**src/rtl/pipe_pkg.sv**
```systemverilog
// Shared pipeline constants: control-bundle layout and per-stage payload widths.
package pipe_pkg;

  localparam int CTRL_W = 5;

  localparam int MEMWRITE = 0;
  localparam int MEMREAD  = 1;
  localparam int BRANCH   = 2;
  localparam int REGWRITE = 3;
  localparam int MEMTOREG = 4;

  localparam int IF_ID_W  = 64;
  localparam int ID_EX_W  = 256;
  localparam int EX_MEM_W = 128;
  localparam int MEM_WB_W = 96;

  typedef struct packed {
    logic memtoreg;
    logic regwrite;
    logic branch;
    logic memread;
    logic memwrite;
  } ctrl_t;

endpackage

```
**src/rtl/pipe_stage_reg_if.sv**
```systemverilog
// Valid/ready stage link carrying payload, pc and control bundle.
interface pipe_stage_reg_if #(
  parameter int PAYLOAD_W = 256,
  parameter int PC_W      = 32,
  parameter int CTRL_W    = pipe_pkg::CTRL_W
);
  logic                 valid;
  logic                 ready;
  logic [PAYLOAD_W-1:0] payload;
  logic [PC_W-1:0]      pc;
  logic [CTRL_W-1:0]    ctrl;

  modport master (
    output valid,
    output payload,
    output pc,
    output ctrl,
    input  ready
  );

  modport slave (
    input  valid,
    input  payload,
    input  pc,
    input  ctrl,
    output ready
  );
endinterface

```
**src/rtl/pipe_entry.sv**
```systemverilog
// One valid-tagged register slice; clear wins over load.
module pipe_entry #(
  parameter int W = 8
) (
  input  logic         clk,
  input  logic         rst,
  input  logic         ld_i,
  input  logic         clr_i,
  input  logic [W-1:0] d_i,
  output logic         v_o,
  output logic [W-1:0] q_o
);
  logic         v_q;
  logic         v_d;
  logic [W-1:0] q_q;
  logic [W-1:0] q_d;

  always_comb begin
    v_d = v_q;
    q_d = q_q;
    if (clr_i) begin
      v_d = 1'b0;
    end else if (ld_i) begin
      v_d = 1'b1;
      q_d = d_i;
    end
  end

  always_ff @(posedge clk) begin
    if (rst) begin
      v_q <= 1'b0;
      q_q <= '0;
    end else begin
      v_q <= v_d;
      q_q <= q_d;
    end
  end

  assign v_o = v_q;
  assign q_o = q_q;
endmodule

```
**src/rtl/pipe_stage_reg.sv**
```systemverilog
// Elastic pipeline register: main entry plus optional skid entry, with flush.
module pipe_stage_reg #(
  parameter int PAYLOAD_W = 256,
  parameter int PC_W      = 32,
  parameter int CTRL_W    = pipe_pkg::CTRL_W,
  parameter bit SKID_EN   = 1'b1
) (
  input  logic                  clk,
  input  logic                  rst,
  input  logic                  flush,
  pipe_stage_reg_if.slave       in_s,
  pipe_stage_reg_if.master      out_m,
  output logic [1:0]            occupancy
);
  localparam int EW = PAYLOAD_W + PC_W + CTRL_W;

  logic [EW-1:0] in_d;
  logic [EW-1:0] main_d;
  logic [EW-1:0] main_q;
  logic [EW-1:0] skid_q;
  logic          main_v;
  logic          skid_v;
  logic          in_rdy;
  logic          acc;
  logic          rel;
  logic          main_ld;
  logic          main_clr;

  assign in_d = {in_s.payload, in_s.pc, in_s.ctrl};
  assign acc  = in_s.valid && in_rdy && !flush;
  assign rel  = main_v && out_m.ready;

  generate
    if (SKID_EN) begin : g_skid
      logic skid_ld;
      logic skid_clr;

      // in_ready comes straight from a flop: no path from out_ready
      assign in_rdy   = !skid_v;
      assign main_ld  = !flush &&
                        ((!main_v && acc) || (rel && (skid_v || acc)));
      assign main_clr = flush || (rel && !skid_v && !acc);
      assign skid_ld  = !flush && main_v && !rel && acc;
      assign skid_clr = flush || (rel && skid_v);

      pipe_entry #(.W(EW)) u_skid (
        .clk   (clk),
        .rst   (rst),
        .ld_i  (skid_ld),
        .clr_i (skid_clr),
        .d_i   (in_d),
        .v_o   (skid_v),
        .q_o   (skid_q)
      );
    end else begin : g_single
      assign in_rdy   = !main_v || out_m.ready;
      assign main_ld  = acc;
      assign main_clr = flush || (rel && !acc);
      assign skid_v   = 1'b0;
      assign skid_q   = '0;
    end
  endgenerate

  // Skid always holds the older entry, so it refills main first
  assign main_d = skid_v ? skid_q : in_d;

  pipe_entry #(.W(EW)) u_main (
    .clk   (clk),
    .rst   (rst),
    .ld_i  (main_ld),
    .clr_i (main_clr),
    .d_i   (main_d),
    .v_o   (main_v),
    .q_o   (main_q)
  );

  assign in_s.ready    = in_rdy;
  assign out_m.valid   = main_v;
  assign out_m.payload = main_q[EW-1 -: PAYLOAD_W];
  assign out_m.pc      = main_q[CTRL_W +: PC_W];
  assign out_m.ctrl    = main_v ? main_q[CTRL_W-1:0] : '0;
  assign occupancy     = {1'b0, main_v} + {1'b0, skid_v};
endmodule

```
**src/flat_wrapper.sv**
```systemverilog
// flat-port wrapper written by rule: the top's interface ports become plain ports
module pipe_stage_reg_flat 
#(
  parameter int PAYLOAD_W = 256,
  parameter int PC_W      = 32,
  parameter int CTRL_W    = pipe_pkg::CTRL_W,
  parameter bit SKID_EN   = 1'b1
)
  (clk, rst, flush, occupancy, in_s_valid, in_s_payload, in_s_pc, in_s_ctrl, in_s_ready, out_m_valid, out_m_payload, out_m_pc, out_m_ctrl, out_m_ready);
  pipe_stage_reg_if #(.PAYLOAD_W(PAYLOAD_W), .PC_W(PC_W), .CTRL_W(CTRL_W)) in_s_i ();
  pipe_stage_reg_if #(.PAYLOAD_W(PAYLOAD_W), .PC_W(PC_W), .CTRL_W(CTRL_W)) out_m_i ();
  input  logic clk;
  input  logic rst;
  input  logic flush;
  output logic [1:0] occupancy;
  input wire logic [$bits(in_s_i.valid)-1:0] in_s_valid;
  input wire logic [$bits(in_s_i.payload)-1:0] in_s_payload;
  input wire logic [$bits(in_s_i.pc)-1:0] in_s_pc;
  input wire logic [$bits(in_s_i.ctrl)-1:0] in_s_ctrl;
  output wire logic [$bits(in_s_i.ready)-1:0] in_s_ready;
  output wire logic [$bits(out_m_i.valid)-1:0] out_m_valid;
  output wire logic [$bits(out_m_i.payload)-1:0] out_m_payload;
  output wire logic [$bits(out_m_i.pc)-1:0] out_m_pc;
  output wire logic [$bits(out_m_i.ctrl)-1:0] out_m_ctrl;
  input wire logic [$bits(out_m_i.ready)-1:0] out_m_ready;
  assign in_s_i.valid = in_s_valid;
  assign in_s_i.payload = in_s_payload;
  assign in_s_i.pc = in_s_pc;
  assign in_s_i.ctrl = in_s_ctrl;
  assign in_s_ready = in_s_i.ready;
  assign out_m_valid = out_m_i.valid;
  assign out_m_payload = out_m_i.payload;
  assign out_m_pc = out_m_i.pc;
  assign out_m_ctrl = out_m_i.ctrl;
  assign out_m_i.ready = out_m_ready;
  pipe_stage_reg #(.PAYLOAD_W(PAYLOAD_W), .PC_W(PC_W), .CTRL_W(CTRL_W), .SKID_EN(SKID_EN)) u_core (.clk(clk), .rst(rst), .flush(flush), .in_s(in_s_i), .out_m(out_m_i), .occupancy(occupancy));
endmodule
```
**config.mk**
```make
export PLATFORM = sky130hd
export DESIGN_NAME = pipe_stage_reg_flat
export DESIGN_NICKNAME = d
export VERILOG_FILES = /design/src/rtl/pipe_pkg.sv /design/src/rtl/pipe_stage_reg_if.sv /design/src/rtl/pipe_entry.sv /design/src/rtl/pipe_stage_reg.sv /design/src/flat_wrapper.sv
export SDC_FILE = /design/constraint.sdc
export NUM_CORES = 1
export LEC_CHECK = 0
export ABC_AREA = 1
export CAP_MARGIN = 25
export CORE_UTILIZATION = 45
export DETAILED_ROUTE_END_ITERATION = 8
export PLACE_DENSITY_LB_ADDON = 0.15
export SLEW_MARGIN = 10
export SYNTH_ARGS = -nofsm -noshare
export SYNTH_HDL_FRONTEND = slang
export SYNTH_SLANG_ARGS = --single-unit
```
**constraint.sdc**
```tcl
create_clock -name clk -period 1.7 [get_ports clk]
set_input_delay 0.34 -clock clk [delete_from_list [all_inputs] [get_ports clk]]
set_output_delay 0.34 -clock clk [all_outputs]
set_load 0.005 [all_outputs]
```
==> reports/metrics.yaml <==
whs_ps: 365
ff_latch_area_um2: 11900
critPathArrivalTime_ps: 2310
pwr-share-seq: 0.425
skew_ps: 25.9
syn_avg_cell_area_um2: 6.14
dieArea_um2: 69800
yosys_warnings: 0
final_core_util: 0.615
min_period_over_period: 1.08
hpwl_um: 60600
std_cell_rows: 95
grt_usage: 0.238
pre_cts_ws_ps: -338
h-tree-depth: 3
ys_types: 14
ff2ff_setup_slack_ps: -130
root_buffer: "clkbuf_16"
status: "finished, violations left"
yosys_register_bits: 588
r2r-start: "u_core.u_main.v_o"
cellInternalPower_w: 0.0255
ys_top_cells_by_area: "dfxtp_1, nor2_1, nand2_1"
num_vias: 30100
drc: 0
rsz0062_at_grt: "true"
seq_area_frac_synth: 0.380
power_frac_clock: 0.441
grt_pass1_vias: 25700
p_sw_frac: 0.252
worst_pin_slew_ps: 532
grt_start_max_net_pins: 79
crit_family: "buffers and inverters"
io-pin-count: 595
total_power_w: 0.0340
setup.worst_path.end: "u_core.u_main.q_o[202]"
crit_type: "flip-flop to flip-flop"
die_h_um: 264
crit_path_cell_trace: "buf_6, buf_6, buf_6, a21oi_4, buf_12, clkbuf_16, clkbuf_16, nand3_2, nand2_1, nor2_1"
grt_pass1_wl_um: 135000
path_clk_slew_ps: 60
p_leak_nw: 22.0
power_density_nw_per_um2: 819
instances_no_fill: 6314
max_freq_ghz: 0.545
cts_buffer_depth: 3
crit_path_frequent_cell: "buf_6"
place.gp.congestion: 0.836
start_util: 0.457
antenna_found_initial: 17
nNetsFinal: 5683
hold_viol_final: 0
synth_top_area_frac: 0.380
hold_path.class: "input pin to flip-flop"
startpoint: "u_core.u_main.v_o"
maxCapViolCount: 0
slowest_delay_ps: 350
syn_nets: 5341
final_antenna_net_count: 0
coreArea_um2: 67600
cts_tree: "done"
async_flop_share: 0
wirelength_um: 98500
rr_worst_depth: 10
peakVddDrop_mv: 0.703
first_pass_iters: 8
post-synth-top-count-cell: "nor2_1"
fin_crit_ps: 1830
setup_violations: 388
netlist_top_cells_count: "nor2_1, nand2_1, inv_1"
worst_path_max_delay_cell: "dfxtp_4"
reg2reg_to: "u_core.u_main.q_o[202]"
critPathBufInv: 6
dp_cells: 6076
crit_fanout: 8
slew_headroom: 0.646
drive_gt1_frac: 0.124
fill_cells: 6337
mappedNetlistArea_um2: 30900
synth_enable_flop_cells: 0
finalMaxSlewViolations: 0
required_ps: 2180
fin_ws_ps: -135
syn_to_final_growth_pct: 34.4
cts_buffers: 68
yosys.area.top_type: "dfxtp_1"
wl_per_cell_um: 15.6
numPortBuffers: 594
drt_iter0_drc: 2526
overflow: 0
synth_flop_cell: "dfxtp_1"
netlist_instances: 5042
path_depth: 10
comb_power_share: 0.134
cts_sinks: 588
switching_power_w: 0.00857
start_kind: "flip-flop"
worstSkewPairLatency_ps: 600
multi_input_comb_area_um2: 13700
end_kind: "flip-flop"
die-width_um: 264
violations: "negative setup slack"
avgViaCountPerCell: 4.76
[registers in the layout, indices dropped and copies added, names as in the netlist]
register,flops
u_core.g_skid.u_skid.v_o,1
u_core.u_main.q_o,293
u_core.g_skid.u_skid.q_o,293
u_core.u_main.v_o,1
[metal layers]
layer,routed length [µm],GRT usage,up-vias
li1,-,-,15400
met1,43100,0.311,13700
met2,46900,0.396,841
met3,5950,0.0463,153
met4,2430,0.0710,14
met5,92,0,-
[tightest hold or removal path, cell delays in order]
cell             delay, ps
clkdlybuf4s50_1        390
inv_1                   70
nand2_1                 50
nand2_1                 50
nor2_1                  30
[power by group through the flow]
stage                     clock network (W)  registers [W]  logic (W)
final                                0.0150         0.0145    0.00457
after global placement                    0         0.0147    0.00420
after floorplan                           0         0.0146    0.00250
after detailed placement                  0         0.0147    0.00422
after CTS                            0.0152         0.0145    0.00402
after global routing                 0.0158         0.0145    0.00500
[cell usage in the layout (no fill, tap or decap), types with 22 or more instances in the layout]
cell / n
buf_16: 22
nand2_1: 1113
buf_4: 87
nand2_2: 51
buf_6: 48
buf_12: 61
clkdlybuf4s50_1: 297
dfxtp_2: 89
nand3_2: 81
clkbuf_16: 134
nand3_1: 211
a21oi_1: 285
dlygate4sd2_1: 287
inv_1: 590
nor2_1: 1462
dfxtp_1: 495
[kinds of logic after synthesis]
| group | Yosys count | synth area share |
|---|---|---|
| compound gates | 295 | 0.0478 |
| fa+ha+maj | 1 | 0.000404 |
| buf+inv | 1210 | 0.202 |
| flops | 588 | 0.380 |
| simple gates | 2948 | 0.370 |
[how the worst min path moves through the flow]
stage / endpoint / depth (start not counted) / start
finish: u_core.g_skid.u_skid.q_o[281] / 5 / in_s_payload[244]
global route: u_core.g_skid.u_skid.q_o[195] / 5 / in_s_payload[158]
CTS: u_core.g_skid.u_skid.q_o[2] / 5 / in_s_ctrl[2]
detailed placement: u_core.u_main.q_o[82] / 2 / u_core.u_main.q_o[82]
global placement: u_core.u_main.q_o[173] / 2 / u_core.u_main.q_o[173]
floorplan: u_core.u_main.q_o[0] / 2 / u_core.u_main.q_o[0]
[layout make-up]
class                           count  share of cell area
Tap cell                          873              0.0263
Sequential cell                   588               0.286
Clock inverter                     23             0.00791
Clock buffer                       96              0.0459
Multi-Input combinational cell   3244               0.330
Antenna cell                        8            0.000481
Timing Repair Buffer              887               0.249
Inverter                          595              0.0539
[timing repair]
item,in CTS,in global routing
pin swaps,3,56
gates cloned,0,87
hold buffers,0,0
buffers inserted,6,18
endpoints found under the setup margin,297,577
gates resized for setup,447,272
[through the flow]
stage                     setup TNS [ps]  area [µm²]
after global placement           -140210       36200
after global routing              -53160       41600
after floorplan                        0       30900
after CTS                          -6230       38300
after detailed placement         -152080       36200
final                             -19920       41600
No activity file was read; power rests on OpenSTA's default activity.
